==> src/rtl/xram_arb_pkg.sv <==
// Shared encodings for the XRAM arbiter: owner ids, FSM states, ring successor.
// Pure declarations; no logic, no latency, no flow control.
package xram_arb_pkg;

  localparam logic [1:0] OWN_CPU = 2'd0;
  localparam logic [1:0] OWN_AES = 2'd1;
  localparam logic [1:0] OWN_SHA = 2'd2;

  typedef enum logic {
    ST_IDLE  = 1'b0,
    ST_GRANT = 1'b1
  } state_e;

  // Successor in the cpu -> aes -> sha -> cpu ring; the unused code 3 maps to cpu.
  function automatic logic [1:0] next_owner(input logic [1:0] o);
    return (o == OWN_CPU) ? OWN_AES : (o == OWN_AES) ? OWN_SHA : OWN_CPU;
  endfunction

endpackage

==> src/rtl/xram_arbiter_rr_pick3.sv <==
// Round-robin pick among three requesters, searching from ptr along the ring.
// Purely combinational; does not hold or stall anything.
module rr_pick3
  import xram_arb_pkg::*;
(
  input  logic [2:0] req,
  input  logic [1:0] ptr,
  output logic [1:0] winner,
  output logic       any
);

  logic [1:0] start;

  assign start = (ptr == 2'd3) ? OWN_CPU : ptr;
  assign any   = |req;

  always_comb begin
    logic [1:0] cand;
    logic       found;
    winner = OWN_CPU;
    found  = 1'b0;
    cand   = start;
    for (int k = 0; k < 3; k++) begin
      if (!found && req[cand]) begin
        winner = cand;
        found  = 1'b1;
      end
      cand = next_owner(cand);
    end
  end

endmodule

==> src/rtl/xram_arbiter.sv <==
// Shares the XRAM port between cpu, aes and sha with round-robin bounded bursts.
// Grant one cycle after a strobe in IDLE; acks combinational from xram_ack; losers wait with ack low.
module xram_arbiter
  import xram_arb_pkg::*;
#(
  parameter int ADDR_W    = 16,
  parameter int DATA_W    = 8,
  parameter int MAX_BURST = 16
) (
  input  logic              clk,
  input  logic              rst,
  input  logic [ADDR_W-1:0] cpu_addr,
  input  logic [ADDR_W-1:0] aes_addr,
  input  logic [ADDR_W-1:0] sha_addr,
  input  logic [DATA_W-1:0] cpu_data_out,
  input  logic [DATA_W-1:0] aes_data_out,
  input  logic [DATA_W-1:0] sha_data_out,
  input  logic              cpu_wr,
  input  logic              aes_wr,
  input  logic              sha_wr,
  input  logic              cpu_stb,
  input  logic              aes_stb,
  input  logic              sha_stb,
  output logic              cpu_ack,
  output logic              aes_ack,
  output logic              sha_ack,
  output logic [DATA_W-1:0] req_data_in,
  output logic [ADDR_W-1:0] xram_addr,
  output logic [DATA_W-1:0] xram_data_out,
  output logic              xram_wr,
  output logic              xram_stb,
  input  logic [DATA_W-1:0] xram_data_in,
  input  logic              xram_ack,
  output logic [1:0]        owner,
  output logic              busy
);

  localparam int CW = $clog2(MAX_BURST + 1);

  state_e        state, state_nxt;
  logic [1:0]    owner_nxt, rr_ptr, rr_ptr_nxt, win;
  logic [CW-1:0] beat_cnt, beat_cnt_nxt, beat_inc;
  logic          any_req, own_stb, hit;

  rr_pick3 u_pick (
    .req    ({sha_stb, aes_stb, cpu_stb}),
    .ptr    (rr_ptr),
    .winner (win),
    .any    (any_req)
  );

  always_comb begin
    own_stb       = cpu_stb;
    xram_addr     = cpu_addr;
    xram_data_out = cpu_data_out;
    xram_wr       = cpu_wr;
    case (owner)
      OWN_AES: begin
        own_stb       = aes_stb;
        xram_addr     = aes_addr;
        xram_data_out = aes_data_out;
        xram_wr       = aes_wr;
      end
      OWN_SHA: begin
        own_stb       = sha_stb;
        xram_addr     = sha_addr;
        xram_data_out = sha_data_out;
        xram_wr       = sha_wr;
      end
      default: ;
    endcase
  end

  assign busy        = (state == ST_GRANT);
  assign xram_stb    = busy & own_stb;
  assign hit         = xram_stb & xram_ack;
  assign cpu_ack     = hit & (owner == OWN_CPU);
  assign aes_ack     = hit & (owner == OWN_AES);
  assign sha_ack     = hit & (owner == OWN_SHA);
  assign req_data_in = xram_data_in;
  assign beat_inc    = beat_cnt + CW'(1);

  always_comb begin
    state_nxt    = state;
    owner_nxt    = owner;
    rr_ptr_nxt   = rr_ptr;
    beat_cnt_nxt = beat_cnt;
    case (state)
      ST_IDLE: begin
        if (any_req) begin
          state_nxt    = ST_GRANT;
          owner_nxt    = win;
          beat_cnt_nxt = '0;
        end
      end
      ST_GRANT: begin
        if (!own_stb) begin
          state_nxt  = ST_IDLE;
          rr_ptr_nxt = next_owner(owner);
        end else if (xram_ack) begin
          beat_cnt_nxt = beat_inc;
          // Burst quota exhausted: hand the port to the next requester in the ring.
          if (beat_inc == CW'(MAX_BURST)) begin
            state_nxt  = ST_IDLE;
            rr_ptr_nxt = next_owner(owner);
          end
        end
      end
      default: state_nxt = ST_IDLE;
    endcase
  end

  always_ff @(posedge clk or posedge rst) begin
    if (rst) begin
      state    <= ST_IDLE;
      owner    <= OWN_CPU;
      rr_ptr   <= OWN_CPU;
      beat_cnt <= '0;
    end else begin
      state    <= state_nxt;
      owner    <= owner_nxt;
      rr_ptr   <= rr_ptr_nxt;
      beat_cnt <= beat_cnt_nxt;
    end
  end

endmodule

==> config.mk <==
export PLATFORM = sky130hd
export DESIGN_NAME = xram_arbiter
export DESIGN_NICKNAME = d
export VERILOG_FILES = /design/src/rtl/xram_arb_pkg.sv /design/src/rtl/xram_arbiter_rr_pick3.sv /design/src/rtl/xram_arbiter.sv
export SDC_FILE = /design/constraint.sdc
export NUM_CORES = 1
export LEC_CHECK = 0
export BUFFER_PORTS_ARGS = -buffer_cell sky130_fd_sc_hd__buf_4
export CORE_MARGIN = 2
export CORE_UTILIZATION = 37
export DETAILED_ROUTE_END_ITERATION = 8
export PLACE_DENSITY_LB_ADDON = 0.15
export SKIP_LAST_GASP = 1
export SLEW_MARGIN = 20
export SYNTH_ARGS = -nofsm -noshare
export SYNTH_HDL_FRONTEND = slang
export SYNTH_SLANG_ARGS = --single-unit
==> constraint.sdc <==
create_clock -name clk -period 2.3 [get_ports clk]
set_input_delay 0.23 -clock clk [delete_from_list [all_inputs] [get_ports clk]]
set_output_delay 0.23 -clock clk [all_outputs]
set_load 0.1 [all_outputs]
==> reports/metrics.yaml, run 1 <==
critical_path:
  path_class: "reg2out"
  rrSetupSlack_ps: 320
  required_ps: 2070
  crit_path_end_kind: "output pin"
  timing.rr.start: "owner[1]"
  rr_worst_depth: 6
  cp-start-kind: "flop"
  rr_endpoint: "rr_ptr[1]"
  cp.arrival_ps: 1990
  crit_fanout: 26
detailed_routing:
  ant_nets: 0
  num_vias: 1735
  avgRoutedWirePerCell_microns: 15.0
  vias_per_cell: 5.24
  drc: 0
  drt_pre_antenna_iters: 4
  drtIter0Drc: 88
  wl_mm: 4.97
place:
  gp_congestion: 0.790
  dp_hpwl_mm: 4.00
  port_buffers: 112
synth:
  synth_cell_types: 41
  synthArstFlopShare_pct: 100
  ys_dominant_reg_cell: "dfrtp_1"
  seq_area_frac_synth_pct: 18.4
  syn_area_sq_mm: 0.00136
  ys_warn_count: 0
  syn_avg_cell_area_sq_um: 7.47
  ys_ff_latch: 10
  synth_nets: 280
  synth-edff-count: 0
  netlist_instances: 182
hold_path:
  holdCritPathClass: "in2reg"
  min-delay-start: "sha_stb"
  min_to: "owner[1]"
  hold_depth: 3
global_routing:
  antenna_found_initial: 0
  grt_usage_pct: 22.8
  grt_pass1_wl_mm: 7.54
  gr-total-overflow: 0
  grt_pass1_vias: 1542
  grt_max_degree: 36
clock_network:
  numCtsBuffers: 3
  cts_tree: "yes"
  cts_buffer_depth: 2
  clk_pin_slew_worst_paths_ps: 50
  clock-sinks: 10
  htreeDepth: 1
  insertion_delay_ps: 240
  cts_setup_buffers: 0
  cts_root_buf: "clkbuf_8"
timing:
  relSlewSlack_pct: 73.4
  finalClockSkew_ps: 0.632
  setup_viol: 0
  hold_viol: 0
  max_freq_mhz: 451
  slew_violations: 0
  fin_crit_sh_pct: 96.3
  worstMarginPinSlew_ps: 399
  rsz0062_at_grt: "yes"
  layout_min_cycle_time_ps: 2220
die:
  ioPinCount: 129
  start_util_pct: 37.7
  die-height_microns: 64.6
  num_rows: 22
  core_area_sq_mm: 0.00361
  dieArea_sq_mm: 0.00418
  die_x_microns: 64.6
outcome:
  outcome: "finished, final reports clean"
layout:
  postLayoutCoreUtil_pct: 71.3
  final_common_cell: "buf_4"
  num_antenna_cells: 0
  layout_common_cells: "buf_4 (112), nor2_1 (29), a22oi_1 (25), a21oi_4 (25)"
  fillCellCount: 304
  syn2layout_area_growth_pct: 89.0
  nNetsFinal: 382
  drive_above_1_share_pct: 57.2
flow_run:
  drv_cap: 0
[flip-flops by register name, indices dropped and copies added (netlist names)]
signal    count
busy          1
rr_ptr        2
owner         2
beat_cnt      5
[cell usage after synthesis, types with 3 or more instances]
master	instances	area share, %
buf_4	11	6.1
nand3_1	7	2.6
dfrtp_1	10	18
clkbuf_1	8	2.2
nand2_1	7	1.9
ha_1	9	8.3
nor2_1	29	8.0
a22oi_1	25	14
o21ai_0	5	1.8
and2_1	3	1.4
a21oi_1	26	9.6
inv_1	6	1.7
[metal layers]
layer  part of all wire, %  GRT usage (%)  vias up
met5                     0              0        -
met4                   1.6           7.45        0
met3                   7.4           2.78        9
met2                    52           40.5       80
met1                    39           28.6      794
li1                      -              -      852
[worst max-delay path by stage]
stage                         from  slack (ps)           end  cells after the start
after global routing      owner[0]         -20  xram_addr[2]                      6
after floorplan           owner[1]         -40  xram_addr[0]                      6
after global placement    owner[0]         280  xram_addr[2]                      6
after detailed placement  owner[0]         260  xram_addr[2]                      6
final                     owner[0]          80  xram_addr[2]                      6
after CTS                 owner[0]           2  xram_addr[2]                      6
[final cells by class]
class / count / area [sq um] / area share [%]
multi-input combinational: 145 / 1270 / 49.4
timing repair buffer: 118 / 916 / 35.6
sequential: 10 / 258 / 10.0
tap: 48 / 60.1 / 2.34
clock buffer: 4 / 45.0 / 1.75
inverter: 6 / 22.5 / 0.876
[stage by stage]
step	hold slack [ps]	area [sq um]	cells	setup TNS, ps	setup slack (ps)
4_1_cts	290	2550	331	0	2.37
3_3_place_gp	236	2500	326	0	283
5_1_grt	312	2570	331	-20.5	-20.5
6_report	297	2570	331	0	84.0
2_1_floorplan	70.2	1670	182	-813	-40.6
3_5_place_dp	242	2500	326	0	260
[critical path, stage by stage (launching register included)]
cell and delay, ps:
dfrtp_4 480, inv_1 150, ha_1 250, buf_6 240, a22oi_1 170, a21oi_4 170, buf_4 300
[logic make-up after synthesis]
| kind of cell | after synthesis | share of synthesized area, % |
|---|---|---|
| muxes | 6 | 5.89 |
| xor gates and xnor gates | 3 | 1.93 |
| and+or+nand+nor | 56 | 18.6 |
| buffers and inverters | 27 | 11.0 |
| adders and majority gates | 9 | 8.28 |
| DFF | 10 | 18.4 |
| AOI/OAI and AO/OA | 71 | 35.9 |
[repair_timing]
item,in CTS,in global routing
hold buffers,1,0
gates resized for setup,0,5
hold endpoints to repair,10,0
setup endpoints to repair,0,28
Power of run 1 is not shown: default switching activity piles up to over one toggle a cycle in this logic, so the estimate is an artifact.
==> inputs of run 2 (changes only) <==
Settings changed: CORE_ASPECT_RATIO set to 0.6.
==> run 2 against run 1 <==
Net effect: worst setup slack got worse by 14 ps; wire length decreased by 3.2%; flip-flop and latch count unchanged; register-to-register slack improved by 50 ps; first-iteration DRC count decreased by 43%; die area increased by 0.38%; largest cell class unchanged; cell count increased by 0.60%; via count unchanged; fmax decreased by 0.61%.
==> reports/metrics.yaml, run 2 (synthesis gave the netlist of run 1 again) <==
clock_network:
  cts_tree: "yes"
  clk_pin_slew_worst_paths_ps: 50  # about the same
  cts_buffer_depth: 2  # unchanged
  cts_root_buf: "clkbuf_8"
  numCtsBuffers: 3  # unchanged
  insertion_delay_ps: 240  # about the same
  htreeDepth: 1  # unchanged
  clock-sinks: 10  # unchanged
timing:
  layout_min_cycle_time_ps: 2230  # +13.7 ps
  hold_viol: 0  # unchanged
  fin_crit_sh_pct: 96.9  # +0.59 points
  finalClockSkew_ps: 4.99  # +4.35 ps
  max_freq_mhz: 448  # -0.61%
  setup_viol: 0  # unchanged
  slew_violations: 0  # unchanged
  setup_ws_ps: 70.3  # -13.7 ps
  worstMarginPinSlew_ps: 426  # +26.7 ps
  relSlewSlack_pct: 71.5  # -1.9 points
die:
  dieArea_sq_mm: 0.00419  # +0.38%
  die-height_microns: 51.0  # -21%
  num_rows: 17  # -23%
  start_util_pct: 37.8  # +0.12 points
  core_area_sq_mm: 0.00359  # -0.31%
  die_x_microns: 82.3  # +27%
  ioPinCount: 129  # unchanged
layout:
  nNetsFinal: 385  # +0.79%
  layout_common_cells: "buf_4 (104), nor2_1 (29), a22oi_1 (25), a21oi_4 (25), buf_6 (15)"
  top_register: "beat_cnt"
  fin_area_sq_mm: 0.00263  # +2.3%
  syn2layout_area_growth_pct: 93.3
  final_common_cell: "buf_4"
  drive_above_1_share_pct: 57.3  # +0.099 points
  postLayoutCoreUtil_pct: 73.1  # +1.9 points
  multiInputGateArea_sq_mm: 0.00126  # -0.30%
  final_cells: 333  # +0.60%
  num_antenna_cells: 0  # unchanged
  fillCellCount: 292  # -3.9%
  reg_top3: "beat_cnt x5, owner x2, rr_ptr x2"
  register_area_sq_um: 258  # unchanged
  largest_reg_flops: 5  # unchanged
place:
  pre_cts_slack_ps: 288  # +28.1 ps
  dp_hpwl_mm: 3.83  # -4.1%
  post_dp_cell_area_sq_mm: 0.00251  # +0.55%
  port_buffers: 112  # unchanged
  gp_congestion: 0.832  # +5.4%
  dp_cells: 327  # +0.31%
global_routing:
  grt_usage_pct: 21.2  # -1.6 points
  grt_pass1_wl_mm: 6.98  # -7.4%
  grt_max_degree: 32  # -11%
  antenna_found_initial: 0  # unchanged
  gr-total-overflow: 0  # unchanged
  grt_pass1_vias: 1593  # +3.3%
critical_path:
  cp-start-kind: "flop"
  path_buf_inv: 3  # unchanged
  critical_path.top_delay_family: "buffers and inverters"
  required_ps: 2070  # about the same
  cp.arrival_ps: 2000  # about the same
  path_class: "reg2out"
  slowest_delay_ps: 480  # about the same
  cp_slowest_cell: "dfrtp_4"
  path_cells: "inv_1, ha_1, buf_4, a22oi_1, a21oi_4, buf_4"
  crit_top_cell: "buf_4"
  crit_fanout: 19  # -27%
  crit_path_end_kind: "output pin"
detailed_routing:
  vias_per_cell: 5.21  # -0.60%
  drt_pre_antenna_iters: 4  # unchanged
  ant_nets: 0  # unchanged
  drc: 0  # unchanged
  avgRoutedWirePerCell_microns: 14.5  # -3.7%
  drtIter0Drc: 50  # -43%
  wl_mm: 4.82  # -3.2%
  num_vias: 1735  # unchanged
flow_run:
  drv_cap: 0  # unchanged
hold_path:
  holdCritPathClass: "in2reg"
outcome:
  outcome: "finished, final reports clean"
run 2: layer usage:
metal	share of wire [%]	GRT usage (%)	vias up
met5	0	0	-
met4	0.52	3.89	0
met3	8.0	4.95	6
met2	49	36.0	69
met1	43	27.6	800
li1	-	-	860
run 2: timing repair:
action,in CTS,in global routing
setup buffers,0,1
setup endpoints to repair,0,25
hold endpoints to repair,10,0
gates resized for setup,0,15
hold buffers,1,0
run 2: cell type report:
type / instances / area share, %
inverters: 6 / 0.857
repair buffers: 121 / 37.3
flip-flops and latches: 10 / 9.80
clock buffers: 4 / 1.71
multi-input cells: 145 / 48.1
well taps: 47 / 2.24
run 2: tightest hold or removal path, stage by stage:
cell and delay (ps):
buf_4 150, nand2_1 60, o22ai_1 50
run 2: path summary, 6_finish.rpt:
| check | start | end | slack, ps | cells after the start |
|---|---|---|---|---|
| min | sha_stb | owner[1] | 300 | 3 |
| max | owner[0] | xram_addr[11] | 70 | 6 |
| max reg2reg | owner[0] | rr_ptr[0] | 370 | 6 |
| min in group asynchronous | rst | rr_ptr[1] | 530 | 3 |
| max in group asynchronous | rst | owner[1] | 1460 | 3 |
| min reg2reg | beat_cnt[0] | beat_cnt[0] | 520 | 1 |
run 2: per-stage QoR:
stage / hold slack (ps) / setup TNS (ps)
after detailed placement: 237 / 0
final: 301 / 0
after global routing: 296 / -20.1
after global placement: 237 / 0
after CTS: 294 / 0
after floorplan: 70.2 / -813
Power of run 2 is left out for the same reason.
==> inputs of run 3 (changes only) <==
Settings changed: CORE_UTILIZATION 37 to 40, GPL_ROUTABILITY_DRIVEN set to 0.
Clock period 2.3 ns to 2.8 ns, I/O delays scaled along.
==> run 3 against run 2 <==
Net effect: count of clock-buffer cells in the layout unchanged; critical path depth is the same; design area fell by 4.2%; register-to-register slack improved by 290 ps; wire length is 2.1% higher; worst setup slack better by 190 ps; via count grew 0.12%; cell count shrank 2.4%; core utilization is 4.1 points higher; worst hold slack worse by 280 ps; non-clock buffer count fell by 6; first-iteration DRC count increased by 48%; critical endpoint is now aes_ack; highest routed layer unchanged.
==> reports/metrics.yaml, run 3 (synthesis gave the netlist of run 1 again) <==
outcome:
  outcome: "finished, final reports clean"
critical_path:
  path_buf_inv: 2  # -1
  critical_path.top_delay_family: "buffers and inverters"
  crit_start: "owner[1]"
  cp-start-kind: "flop"
  rrSetupSlack_ps: 660  # +290 ps
  timing.rr.start: "owner[1]"
  path_cells: "inv_1, ha_1, a22oi_4, a21oi_1, and2_1, buf_4"
  slowest_delay_ps: 450  # -30 ps
  cp_slowest_cell: "ha_1"
  cp.arrival_ps: 2260  # +260 ps
  path_class: "reg2out"
  required_ps: 2520  # +450 ps
  crit_path_end_kind: "output pin"
  crit_fanout: 10  # -9
die:
  dieArea_sq_mm: 0.00390  # -7.0%
  die_x_microns: 79.3  # -3.6%
  die-height_microns: 49.2  # -3.5%
  ioPinCount: 129  # unchanged
  core_area_sq_mm: 0.00326  # -9.2%
  start_util_pct: 41.7  # +3.8 points
  num_rows: 16  # -1
clock_network:
  cts_tree: "yes"
  cts_hold_buf: 0  # -1
  clk_pin_slew_worst_paths_ps: 50  # about the same
  htreeDepth: 1  # unchanged
  numCtsBuffers: 3  # unchanged
  cts_root_buf: "clkbuf_8"
  post_cts_resized: 0  # unchanged
  cts_setup_buffers: 0  # unchanged
  cts_buffer_depth: 2  # unchanged
  clock-sinks: 10  # unchanged
  insertion_delay_ps: 240  # about the same
layout:
  multiInputGateArea_sq_mm: 0.00126  # -0.69%
  postLayoutCoreUtil_pct: 77.2  # +4.1 points
  nNetsFinal: 379  # -1.6%
  largest_reg_flops: 5  # unchanged
  layout_common_cells: "buf_4 (114), nor2_1 (29), a22oi_1 (25), a21oi_4 (25)"
  top_register: "beat_cnt"
  fillCellCount: 233  # -20%
  reg_top3: "beat_cnt x5, owner x2, rr_ptr x2"
  syn2layout_area_growth_pct: 85.2
  fin_area_sq_mm: 0.00252  # -4.2%
  register_area_sq_um: 253  # -1.9%
  num_antenna_cells: 0  # unchanged
  drive_above_1_share_pct: 56.1  # -1.3 points
  final_common_cell: "buf_4"
timing:
  fin_hold_ws_ps: 26.1  # -275 ps
  worstMarginPinSlew_ps: 411  # -14.7 ps
  max_freq_mhz: 394
  fin_crit_sh_pct: 90.6
  hold_viol: 0  # unchanged
  rsz0062_at_grt: "no"
  relSlewSlack_pct: 72.5  # +0.98 points
  finalClockSkew_ps: 1.82  # -3.16 ps
  layout_min_cycle_time_ps: 2540
  setup_viol: 0  # unchanged
  finalSetupTns_ps: 0  # unchanged
  slew_violations: 0  # unchanged
global_routing:
  grt_usage_pct: 25.2  # +4.0 points
  grt_max_degree: 49  # +53%
  grt_pass1_wl_mm: 7.87  # +13%
  antenna_found_initial: 0  # unchanged
  gr-total-overflow: 0  # unchanged
  grt_pass1_vias: 1648  # +3.5%
place:
  post_dp_cell_area_sq_mm: 0.00246  # -1.8%
  port_buffers: 112  # unchanged
  dp_hpwl_mm: 3.99  # +4.1%
detailed_routing:
  vias_per_cell: 5.34  # +2.6%
  avgRoutedWirePerCell_microns: 15.1  # +4.6%
  num_vias: 1737  # +0.12%
  ant_nets: 0  # unchanged
  wl_mm: 4.92  # +2.1%
  drtIter0Drc: 74  # +48%
  drc: 0  # unchanged
  drt_pre_antenna_iters: 4  # unchanged
flow_run:
  drv_cap: 0  # unchanged
hold_path:
  holdCritPathClass: "in2async"
[run 3: changes by cell type in the layout (fill, tap and decap cells not counted), moves of 2 or more]
cell     before  now
buf_6        15    0
dfrtp_4       2    0
dfrtp_2       0    2
buf_4       104  114
and2_1        0    3
and2_2        3    0
[run 3: layout make-up]
cell class | count | share of cell area [%]
clock buffers | 4 | 2.19
inverters | 6 | 0.894
multi-input cells | 145 | 49.9
flip-flops and latches | 10 | 10.0
well taps | 45 | 2.24
repair buffers | 115 | 34.8
[run 3: final timing paths]
check / endpoint / depth (start not counted)
max: aes_ack / 6
min: beat_cnt[4] / 2
max reg2reg: rr_ptr[1] / 6
min reg2reg: beat_cnt[1] / 2
max in group asynchronous: owner[0] / 2
min in group clk: owner[1] / 3
[run 3: metal layers]
metal	wire length (microns)	global-route usage [%]	vias to the layer above
met2	2320	40.7	83
met4	47	5.17	0
met5	0	0	-
met1	2170	34.7	793
li1	-	-	849
met3	372	5.56	12
[run 3: worst register-to-register path: cells and delay by family (launching register included)]
| family | cells | cell delay (ps) |
|---|---|---|
| muxes | 1 | 370 |
| buffers and inverters | 1 | 190 |
| DFF | 1 | 420 |
| AOI/OAI and AO/OA | 3 | 590 |
| adders and majority gates | 1 | 450 |
[run 3: stage by stage]
| stage | std cells | setup slack [ps] |
|---|---|---|
| floorplan | 182 | 74.5 |
| global placement | 321 | 606 |
| detailed placement | 321 | 547 |
| CTS | 325 | 284 |
| global route | 325 | 126 |
| finish | 325 | 264 |
Power of run 3 is left out for the same reason.
